`src/rtl/io_pkg.sv`:
```
// Shared definitions for the I/O port controller.
//   ADDR_*      : register map seen by the load/store unit
//   io_state_t  : controller FSM state encoding
package io_pkg;

  localparam logic [1:0] ADDR_DIR  = 2'd0;
  localparam logic [1:0] ADDR_DATA = 2'd1;
  localparam logic [1:0] ADDR_PIN  = 2'd2;
  localparam logic [1:0] ADDR_CHG  = 2'd3;

  typedef enum logic [1:0] {
    ST_IDLE    = 2'd0,
    ST_EXEC    = 2'd1,
    ST_RD_WAIT = 2'd2,
    ST_DONE    = 2'd3
  } io_state_t;

endpackage

```
`src/rtl/io_sync.sv`:
```
// Enabled shift-register synchronizer for the port pin read path.
//   CLK  in  clock
//   RST  in  synchronous active-high reset (clears every stage)
//   en   in  shift enable; stages hold when low so undriven pins are never sampled
//   d    in  WIDTH  raw pin data
//   q    out WIDTH  last stage
module io_sync #(
  parameter int WIDTH       = 8,
  parameter int SYNC_STAGES = 2
) (
  input  logic             CLK,
  input  logic             RST,
  input  logic             en,
  input  logic [WIDTH-1:0] d,
  output logic [WIDTH-1:0] q
);

  logic [WIDTH-1:0] stage [SYNC_STAGES];

  always_ff @(posedge CLK) begin
    if (RST) begin
      for (int i = 0; i < SYNC_STAGES; i++) stage[i] <= '0;
    end else if (en) begin
      stage[0] <= d;
      for (int i = 1; i < SYNC_STAGES; i++) stage[i] <= stage[i-1];
    end
  end

  assign q = stage[SYNC_STAGES-1];

endmodule

```
`src/rtl/io_port_ctrl.sv`:
```
// Bus-side controller for the 8-bit I/O port subsystem.
// Converts REQ/ACK transactions into direction/data register strobes and
// timed read-buffer windows, keeps shadow copies and a sticky change flag.
//   CLK, RST         clock / synchronous active-high reset
//   REQ, WE, ADDR    request, write flag, register address
//   WDATA, RDATA     write data / read data (held between ACKs)
//   ACK, BUSY        completion pulse / FSM not idle
//   PDR_EN, PDR_DATA direction-register strobe and value
//   PORT_EN, PORT_DATA data-register strobe and value
//   PORT_RD, PORT_READ_DATA read-buffer enable and its output
//
// state      | meaning
// ST_IDLE    | waiting for REQ; latches WE/ADDR/WDATA
// ST_EXEC    | decode; register writes issue their strobe here
// ST_RD_WAIT | PORT_RD window, synchronizer shifting
// ST_DONE    | ACK and RDATA issued on the closing edge
module io_port_ctrl
  import io_pkg::*;
#(
  parameter int WIDTH       = 8,
  parameter int SYNC_STAGES = 2
) (
  input  logic             CLK,
  input  logic             RST,
  input  logic             REQ,
  input  logic             WE,
  input  logic [1:0]       ADDR,
  input  logic [WIDTH-1:0] WDATA,
  output logic             ACK,
  output logic [WIDTH-1:0] RDATA,
  output logic             BUSY,
  output logic             PDR_EN,
  output logic             PDR_DATA,
  output logic             PORT_EN,
  output logic [WIDTH-1:0] PORT_DATA,
  output logic             PORT_RD,
  input  logic [WIDTH-1:0] PORT_READ_DATA
);

  localparam int CNT_W = $clog2(SYNC_STAGES + 1);

  io_state_t        state, state_next;
  logic             we_q;
  logic [1:0]       addr_q;
  logic [WIDTH-1:0] wdata_q;
  logic [CNT_W-1:0] cnt;
  logic [WIDTH-1:0] last_pin;
  logic             change;
  logic [WIDTH-1:0] sync_q;
  logic             pdr_en_next, port_en_next, ack_next;

  io_sync #(.WIDTH(WIDTH), .SYNC_STAGES(SYNC_STAGES)) u_sync (
    .CLK (CLK),
    .RST (RST),
    .en  (PORT_RD),
    .d   (PORT_READ_DATA),
    .q   (sync_q)
  );

  assign BUSY    = (state != ST_IDLE);
  assign PORT_RD = (state == ST_RD_WAIT);

  always_comb begin
    state_next   = state;
    pdr_en_next  = 1'b0;
    port_en_next = 1'b0;
    ack_next     = 1'b0;
    case (state)
      ST_IDLE: if (REQ) state_next = ST_EXEC;
      ST_EXEC: begin
        if (we_q) begin
          pdr_en_next  = (addr_q == ADDR_DIR);
          port_en_next = (addr_q == ADDR_DATA);
          state_next   = ST_DONE;
        end else if (addr_q == ADDR_PIN) begin
          state_next = ST_RD_WAIT;
        end else begin
          state_next = ST_DONE;
        end
      end
      ST_RD_WAIT: if (cnt == CNT_W'(1)) state_next = ST_DONE;
      ST_DONE: begin
        ack_next   = 1'b1;
        state_next = ST_IDLE;
      end
      default: state_next = ST_IDLE;
    endcase
  end

  always_ff @(posedge CLK) begin
    if (RST) begin
      state     <= ST_IDLE;
      we_q      <= 1'b0;
      addr_q    <= '0;
      wdata_q   <= '0;
      cnt       <= '0;
      PDR_EN    <= 1'b0;
      PORT_EN   <= 1'b0;
      ACK       <= 1'b0;
      PDR_DATA  <= 1'b0;
      PORT_DATA <= '0;
      RDATA     <= '0;
      last_pin  <= '0;
      change    <= 1'b0;
    end else begin
      state   <= state_next;
      PDR_EN  <= pdr_en_next;
      PORT_EN <= port_en_next;
      ACK     <= ack_next;

      if (state == ST_IDLE && REQ) begin
        we_q    <= WE;
        addr_q  <= ADDR;
        wdata_q <= WDATA;
      end

      if (state_next == ST_RD_WAIT && state == ST_EXEC) cnt <= CNT_W'(SYNC_STAGES);
      else if (state == ST_RD_WAIT)                     cnt <= cnt - CNT_W'(1);

      // Shadows move on the same edge as the strobe so both appear together.
      if (pdr_en_next)  PDR_DATA  <= wdata_q[0];
      if (port_en_next) PORT_DATA <= wdata_q;

      // The window is over by DONE, so the synchronizer output is complete and frozen.
      if (state == ST_DONE && !we_q) begin
        case (addr_q)
          ADDR_DIR:  RDATA <= WIDTH'(PDR_DATA);
          ADDR_DATA: RDATA <= PORT_DATA;
          ADDR_PIN: begin
            RDATA    <= sync_q;
            last_pin <= sync_q;
            if (!PDR_DATA && (sync_q != last_pin)) change <= 1'b1;
          end
          default: begin
            RDATA  <= WIDTH'(change);
            change <= 1'b0;
          end
        endcase
      end
    end
  end

endmodule

```
`config.mk`:
```
export PLATFORM = sky130hd
export DESIGN_NAME = io_port_ctrl
export DESIGN_NICKNAME = d
export VERILOG_FILES = /design/src/rtl/io_pkg.sv /design/src/rtl/io_sync.sv /design/src/rtl/io_port_ctrl.sv
export SDC_FILE = /design/constraint.sdc
export NUM_CORES = 1
export LEC_CHECK = 0
export ABC_CLOCK_PERIOD_IN_PS = 2400
export CAP_MARGIN = 0
export CORE_ASPECT_RATIO = 1.5
export CORE_MARGIN = 3
export CORE_UTILIZATION = 45
export CTS_CLUSTER_SIZE = 25
export DETAILED_ROUTE_END_ITERATION = 12
export PLACE_DENSITY = 0.7
export SYNTH_ARGS = -nofsm -noshare
export SYNTH_HDL_FRONTEND = slang
export SYNTH_SLANG_ARGS = --single-unit
```
`constraint.sdc`:
```
create_clock -name CLK -period 2.4 [get_ports CLK]
set_input_delay 0.48 -clock CLK [delete_from_list [all_inputs] [get_ports CLK]]
set_output_delay 0.48 -clock CLK [all_outputs]
set_load 0.01 [all_outputs]
```
==> results.json, run 1 <==
{
  "outcome": "finished, final reports clean",
  "dr.pass1.iters": 4,
  "syn_inst": 252,
  "wire_per_inst_um": 12.3,
  "final_layout_size_suffix_gt1_frac": 0.140,
  "tightest_slew_ns": 0.707,
  "multi_input_area_um2": 1050,
  "seqCellArea_um2": 1360,
  "clock_power_share": 0.349,
  "ff2ff_path_depth": 4,
  "clock_latency_ns": 0.33,
  "grt_antenna_before_repair": 0,
  "p_int_mw": 2.16,
  "path_max_fanout": 5,
  "dpl.hpwl_um": 3270,
  "crit_required_ns": 1.92,
  "syn_area_per_cell_um2": 10.0,
  "period_share": 0.895,
  "vias": 1838,
  "hp-start": "wdata_q[1]$_SDFFE_PP0P_",
  "grt_max_degree": 45,
  "grtUsageTotal": 0.152,
  "reg2reg_to": "u_sync.stage[0][12]$_SDFFCE_PN0P_",
  "clockBufferDepth": 2,
  "powerDensity_nw_per_um2": 924,
  "ctsHoldBuffers": 0,
  "total_power_mw": 2.96,
  "cts_resized": 0,
  "max_freq_ghz": 0.466,
  "tns_ns": 0,
  "rows": 32,
  "wl_um": 4510,
  "r2r-start": "state[0]$_SDFF_PP0_",
  "vdd_ir_drop_max_mv": 0.596,
  "comb_power_share": 0.209,
  "mostFrequentLayoutCell": "nand2_1",
  "setup_viol": 0,
  "die_y_um": 97.7,
  "finalHoldViolCount": 0,
  "initial_utilization": 0.478,
  "syn_to_final_growth_pct": 27.0,
  "io_pins": 44,
  "cts.sinks": 60,
  "fin_area_um2": 3200,
  "final_cell_mix": "nand2_1, dfxtp_1, clkdlybuf4s50_1, a21oi_1, and2_1",
  "worst-setup-path-type": "reg2out",
  "placedInstanceArea_um2": 2970,
  "drv_slew": 0,
  "swShare": 0.269,
  "grt_pass1_vias": 1713,
  "drv_cap": 0,
  "die_w_um": 67.1,
  "dieArea_um2": 6560,
  "nets": 322,
  "synth.distinct_cells": 36,
  "cts_tree": "done",
  "path_clk_slew_ns": 0.07,
  "power.share.sequential": 0.441,
  "grt_overflow": 0,
  "numCtsBuffers": 9,
  "grt_pass1_wl_um": 7650,
  "ys_ff_latch": 60,
  "fin_worst_skew_ns": 0.00944,
  "yosysSeqAreaShare": 0.539,
  "cts-root-buf": "clkbuf_8",
  "core_region_area_um2": 5290,
  "rsz0062_at_grt": "no",
  "min_path_cells": 2,
  "drt_iter0_markers": 131,
  "reg2reg_setup_slack_ns": 0.67,
  "n_fill_cell": 480,
  "cp-start-kind": "flop",
  "p_leak_nw": 1.18,
  "portBuffers": 43,
  "ant_nets": 0,
  "hold_end": "wdata_q[1]$_SDFFE_PP0P_",
  "htreeDepth": 3,
  "yosysWarnings": 0,
  "p_switching_mw": 0.797,
  "end_kind": "output port",
  "diodes": 0,
  "viasPerCell": 5.01,
  "hold_path.class": "reg2reg",
  "syn-cell-area_um2": 2520,
  "synth_nets": 280,
  "post_cts_buffers": 0,
  "fin_crit_ns": 2.15,
  "critPathArrivalTime_ns": 1.67,
  "slew_headroom": 0.528,
  "post-route-util": 0.606,
  "gp_congestion": 0.748,
  "route.detailed.drc": 0
}
worst max-delay path by stage:
stage | to | slack, ns | from
2_1_floorplan | u_sync.stage[0][0]$_SDFFCE_PN0P_ | 0.90 | state[0]$_SDFF_PP0_
3_3_place_gp | u_sync.stage[0][15]$_SDFFCE_PN0P_ | 0.59 | RST
3_5_place_dp | u_sync.stage[0][1]$_SDFFCE_PN0P_ | 0.52 | RST
4_1_cts | PORT_RD | 0.23 | state[0]$_SDFF_PP0_
5_1_grt | PORT_RD | 0.13 | state[0]$_SDFF_PP0_
6_report | BUSY | 0.25 | state[0]$_SDFF_PP0_
power groups by stage:
stage	Clock, mW	Sequential (mW)	Combinational, mW
2_1_floorplan	0	1.31	0.442
3_3_place_gp	0	1.32	0.615
3_5_place_dp	0	1.33	0.629
4_1_cts	1.06	1.31	0.634
5_1_grt	1.10	1.33	0.705
6_report	1.03	1.31	0.619
kinds of logic after synthesis:
| logic type | count (synthesis) | share of synthesized area |
|---|---|---|
| fa+ha+maj | 6 | 0.0297 |
| simple gates | 105 | 0.203 |
| compound gates | 49 | 0.133 |
| buf+inv | 19 | 0.0426 |
| mux | 4 | 0.0208 |
| flops | 60 | 0.539 |
| xor+xnor | 9 | 0.0312 |
sequential cells by signal (all words and copies together) (netlist names):
register / flops
cnt: 2
change: 1
PORT_EN: 1
u_sync.stage: 16
ACK: 1
RDATA: 8
PDR_DATA: 1
PORT_DATA: 8
wdata_q: 8
state: 2
addr_q: 2
we_q: 1
PDR_EN: 1
last_pin: 8
worst max-delay path, stage by stage (launching register included):
cell and delay [ns]:
dfxtp_1 0.41, inv_1 0.10, ha_1 0.24, inv_1 0.06
clkdlybuf4s50_1 0.52
cells in the mapped netlist:
| library cell | number | area [um^2] |
|---|---|---|
| mux4_2 | 1 | 22.5 |
| nand2_1 | 49 | 184 |
| o21ai_0 | 1 | 5.00 |
| o41ai_2 | 1 | 16.3 |
| a311oi_1 | 1 | 8.76 |
| nand3_1 | 3 | 15.0 |
| dfxtp_1 | 44 | 881 |
| a211oi_1 | 7 | 52.6 |
| nor2b_1 | 5 | 31.3 |
| nor2_1 | 11 | 41.3 |
| nor3_1 | 1 | 5.00 |
| ha_1 | 6 | 75.1 |
| xnor2_1 | 1 | 8.76 |
| nor4_1 | 3 | 18.8 |
| nand2b_1 | 2 | 12.5 |
| nand2_2 | 8 | 50.1 |
| and3_1 | 1 | 6.26 |
| a21oi_1 | 21 | 105 |
| or2_2 | 1 | 6.26 |
| a211o_1 | 1 | 8.76 |
| buf_4 | 3 | 22.5 |
| and2_1 | 17 | 106 |
| a22oi_1 | 7 | 52.6 |
| a21oi_2 | 9 | 78.8 |
| buf_6 | 3 | 33.8 |
| inv_1 | 4 | 15.0 |
| buf_2 | 2 | 10.0 |
| clkbuf_1 | 7 | 26.3 |
| edfxtp_1 | 16 | 480 |
| or3b_2 | 1 | 8.76 |
| xor2_1 | 8 | 70.1 |
| mux2i_1 | 3 | 30.0 |
| nand2_4 | 1 | 11.3 |
| o21a_1 | 1 | 7.51 |
| and2_4 | 1 | 8.76 |
| and2b_1 | 1 | 7.51 |
layer usage:
metal,up-vias,wire [um],track usage
met4,0,91,0.0703
met1,858,1900,0.180
met3,8,197,0.0440
li1,934,-,-
met2,38,2320,0.248
met5,-,0,0
final cells by class:
class / instances / share of cell area
Inverter: 4 / 0.00469
Timing Repair Buffer: 46 / 0.141
Sequential cell: 60 / 0.425
Multi-Input combinational cell: 173 / 0.329
Tap cell: 68 / 0.0266
Clock buffer: 12 / 0.0515
Clock inverter: 4 / 0.0219
stage by stage:
step / setup slack [ns] / hold WS [ns] / instances
after floorplan: 0.898 / 0.432 / 252
after global routing: 0.132 / 0.481 / 367
after CTS: 0.230 / 0.461 / 367
final: 0.252 / 0.458 / 367
after global placement: 0.588 / 0.445 / 351
after detailed placement: 0.518 / 0.451 / 351
(Power assumes the default switching activity.)
==> run 2, diff against run 1 <==
--- a/config.mk
+++ b/config.mk
@@ -13,6 +13,7 @@
 export CTS_CLUSTER_SIZE = 25
 export DETAILED_ROUTE_END_ITERATION = 12
 export PLACE_DENSITY = 0.7
+export SETUP_SLACK_MARGIN = 0.15
 export SYNTH_ARGS = -nofsm -noshare
 export SYNTH_HDL_FRONTEND = slang
 export SYNTH_SLANG_ARGS = --single-unit
==> run 2 against run 1 <==
First-iteration DRC count did not move. Power barely moved. Die area is the same. Global-route usage unchanged. Sequential share of layout area is essentially flat. Cell area about the same. Core utilization about the same. Clock skew did not move. Flip-flop and latch count unchanged. Non-clock buffer count stayed put. Via count barely moved. Critical path depth is the same. Largest cell class unchanged. Highest routed layer unchanged.
==> results.json, run 2 (same netlist as run 1, synthesis figures left out) <==
{
  "n_fill_cell": 480,
  "path_max_fanout": 5,
  "period_share": 0.896,
  "tns_ns": 0,
  "grt_pass1_wl_um": 7650,
  "slew_headroom": 0.528,
  "gp_congestion": 0.748,
  "diodes": 0,
  "r2r-start": "state[0]$_SDFF_PP0_",
  "fin_crit_ns": 2.15,
  "fin_worst_skew_ns": 0.00944,
  "grt_busiest_layer": "met2",
  "timing.final.ws_setup_ns": 0.248,
  "route.detailed.drc": 0,
  "syn_to_final_growth_pct": 27.1,
  "grt_pass1_vias": 1713,
  "wire_per_inst_um": 12.3,
  "placedInstanceArea_um2": 2970,
  "die_y_um": 97.7,
  "numCtsBuffers": 9,
  "crit_required_ns": 1.92,
  "cts_tree": "done",
  "htreeDepth": 3,
  "endpoint": "BUSY",
  "dpl_worst_slack_ns": 0.518,
  "cp-start-kind": "flop",
  "tightest_slew_ns": 0.707,
  "grt_antenna_before_repair": 0,
  "drt_iter0_markers": 131,
  "drv_cap": 0,
  "powerDensity_nw_per_um2": 924,
  "grt_overflow": 0,
  "path_clk_slew_ns": 0.07,
  "vias": 1837,
  "wl_um": 4510,
  "max_flop_register": "u_sync.stage",
  "dieArea_um2": 6560,
  "clockBufferDepth": 2,
  "hold_ws_ns": 0.458,
  "ant_nets": 0,
  "reg2reg_setup_slack_ns": 0.70,
  "worstSetupStartpoint": "state[0]$_SDFF_PP0_",
  "setup_viol": 0,
  "viasPerCell": 5.01,
  "vdd_ir_drop_max_mv": 0.597,
  "finalHoldViolCount": 0,
  "hold_path.class": "reg2reg",
  "portBuffers": 43,
  "die_w_um": 67.1,
  "max_freq_ghz": 0.465,
  "initial_utilization": 0.478,
  "dr.pass1.iters": 4,
  "final_cell_mix": "nand2_1, dfxtp_1, clkdlybuf4s50_1, a21oi_1, and2_1",
  "rsz0062_at_grt": "no",
  "reg2reg_to": "RDATA[2]$_SDFFE_PP0P_",
  "cts-root-buf": "clkbuf_8",
  "use_met2": 0.248,
  "core_region_area_um2": 5290,
  "fin_area_um2": 3210,
  "worst-setup-path-type": "reg2out",
  "total_power_mw": 2.96,
  "final_layout_size_suffix_gt1_frac": 0.144,
  "outcome": "finished, final reports clean",
  "io_pins": 44,
  "cts.sinks": 60,
  "end_kind": "output port",
  "ff2ff_path_depth": 5,
  "clock_latency_ns": 0.33,
  "drv_slew": 0,
  "nets": 322,
  "critPathArrivalTime_ns": 1.67,
  "mostFrequentLayoutCell": "nand2_1",
  "gr-usage-met1": 0.180,
  "rows": 32,
  "grtUsageTotal": 0.152,
  "dpl.hpwl_um": 3270,
  "p_leak_nw": 1.18,
  "grt_util_met3": 0.0440,
  "largest_reg_flops": 16,
  "grt_max_degree": 45
}
run 2: cell counts in the layout (fill, tap and decap cells not counted):
Identical to the previous run, type by type.
run 2: worst min-delay path by stage:
| stage | from | end | slack, ns | cells past startpoint |
|---|---|---|---|---|
| finish | wdata_q[1]$_SDFFE_PP0P_ | wdata_q[1]$_SDFFE_PP0P_ | 0.46 | 2 |
| floorplan | wdata_q[1]$_SDFFE_PP0P_ | PORT_DATA[1]$_SDFFE_PP0P_ | 0.43 | 2 |
| global route | wdata_q[5]$_SDFFE_PP0P_ | wdata_q[5]$_SDFFE_PP0P_ | 0.48 | 2 |
| CTS | wdata_q[1]$_SDFFE_PP0P_ | wdata_q[1]$_SDFFE_PP0P_ | 0.46 | 2 |
| global placement | change$_SDFFE_PP0P_ | change$_SDFFE_PP0P_ | 0.45 | 2 |
| detailed placement | wdata_q[1]$_SDFFE_PP0P_ | wdata_q[1]$_SDFFE_PP0P_ | 0.45 | 2 |
run 2: layer usage:
metal	up-vias	share of wire
li1	934	-
met1	857	0.42
met2	38	0.51
met3	8	0.044
met4	0	0.020
met5	-	0
run 2: critical path, stage by stage, from the launching register on:
cell and delay (ns):
dfxtp_1 0.41, inv_1 0.11, ha_1 0.24, inv_1 0.06, clkdlybuf4s50_1 0.52
run 2: layout make-up:
class	count	area (um^2)	area share
clock inverters	4	70.1	0.0218
well taps	68	85.1	0.0265
flip-flops and latches	60	1360	0.425
multi-input cells	173	1060	0.330
repair buffers	46	453	0.141
clock buffers	12	165	0.0515
inverters	4	15.0	0.00468
run 2: timing repair:
action | 4_1_cts | 5_1_grt
buffers inserted | 0 | 0
resized for setup | 0 | 1
hold buffers | 0 | 0
hold endpoints to repair | 0 | 0
endpoints found under the setup margin | 0 | 1
run 2: power by group:
part           internal (mW)  leakage, nW  switching [mW]
Clock                  0.666        0.122           0.369
Sequential              1.20        0.525           0.104
Combinational          0.297        0.529           0.325
run 2: metrics by stage:
step	instances	utilization
floorplan	252	-
global placement	351	0.562
detailed placement	351	0.562
CTS	367	0.606
global route	367	0.607
finish	367	0.607
==> run 3, diff against run 2 <==
--- a/config.mk
+++ b/config.mk
@@ -14,6 +14,7 @@
 export DETAILED_ROUTE_END_ITERATION = 12
 export PLACE_DENSITY = 0.7
 export SETUP_SLACK_MARGIN = 0.15
+export SLEW_MARGIN = 20
 export SYNTH_ARGS = -nofsm -noshare
 export SYNTH_HDL_FRONTEND = slang
 export SYNTH_SLANG_ARGS = --single-unit
==> results of run 3 <==
Final layout, timing and power as in run 2 (identical DEF).
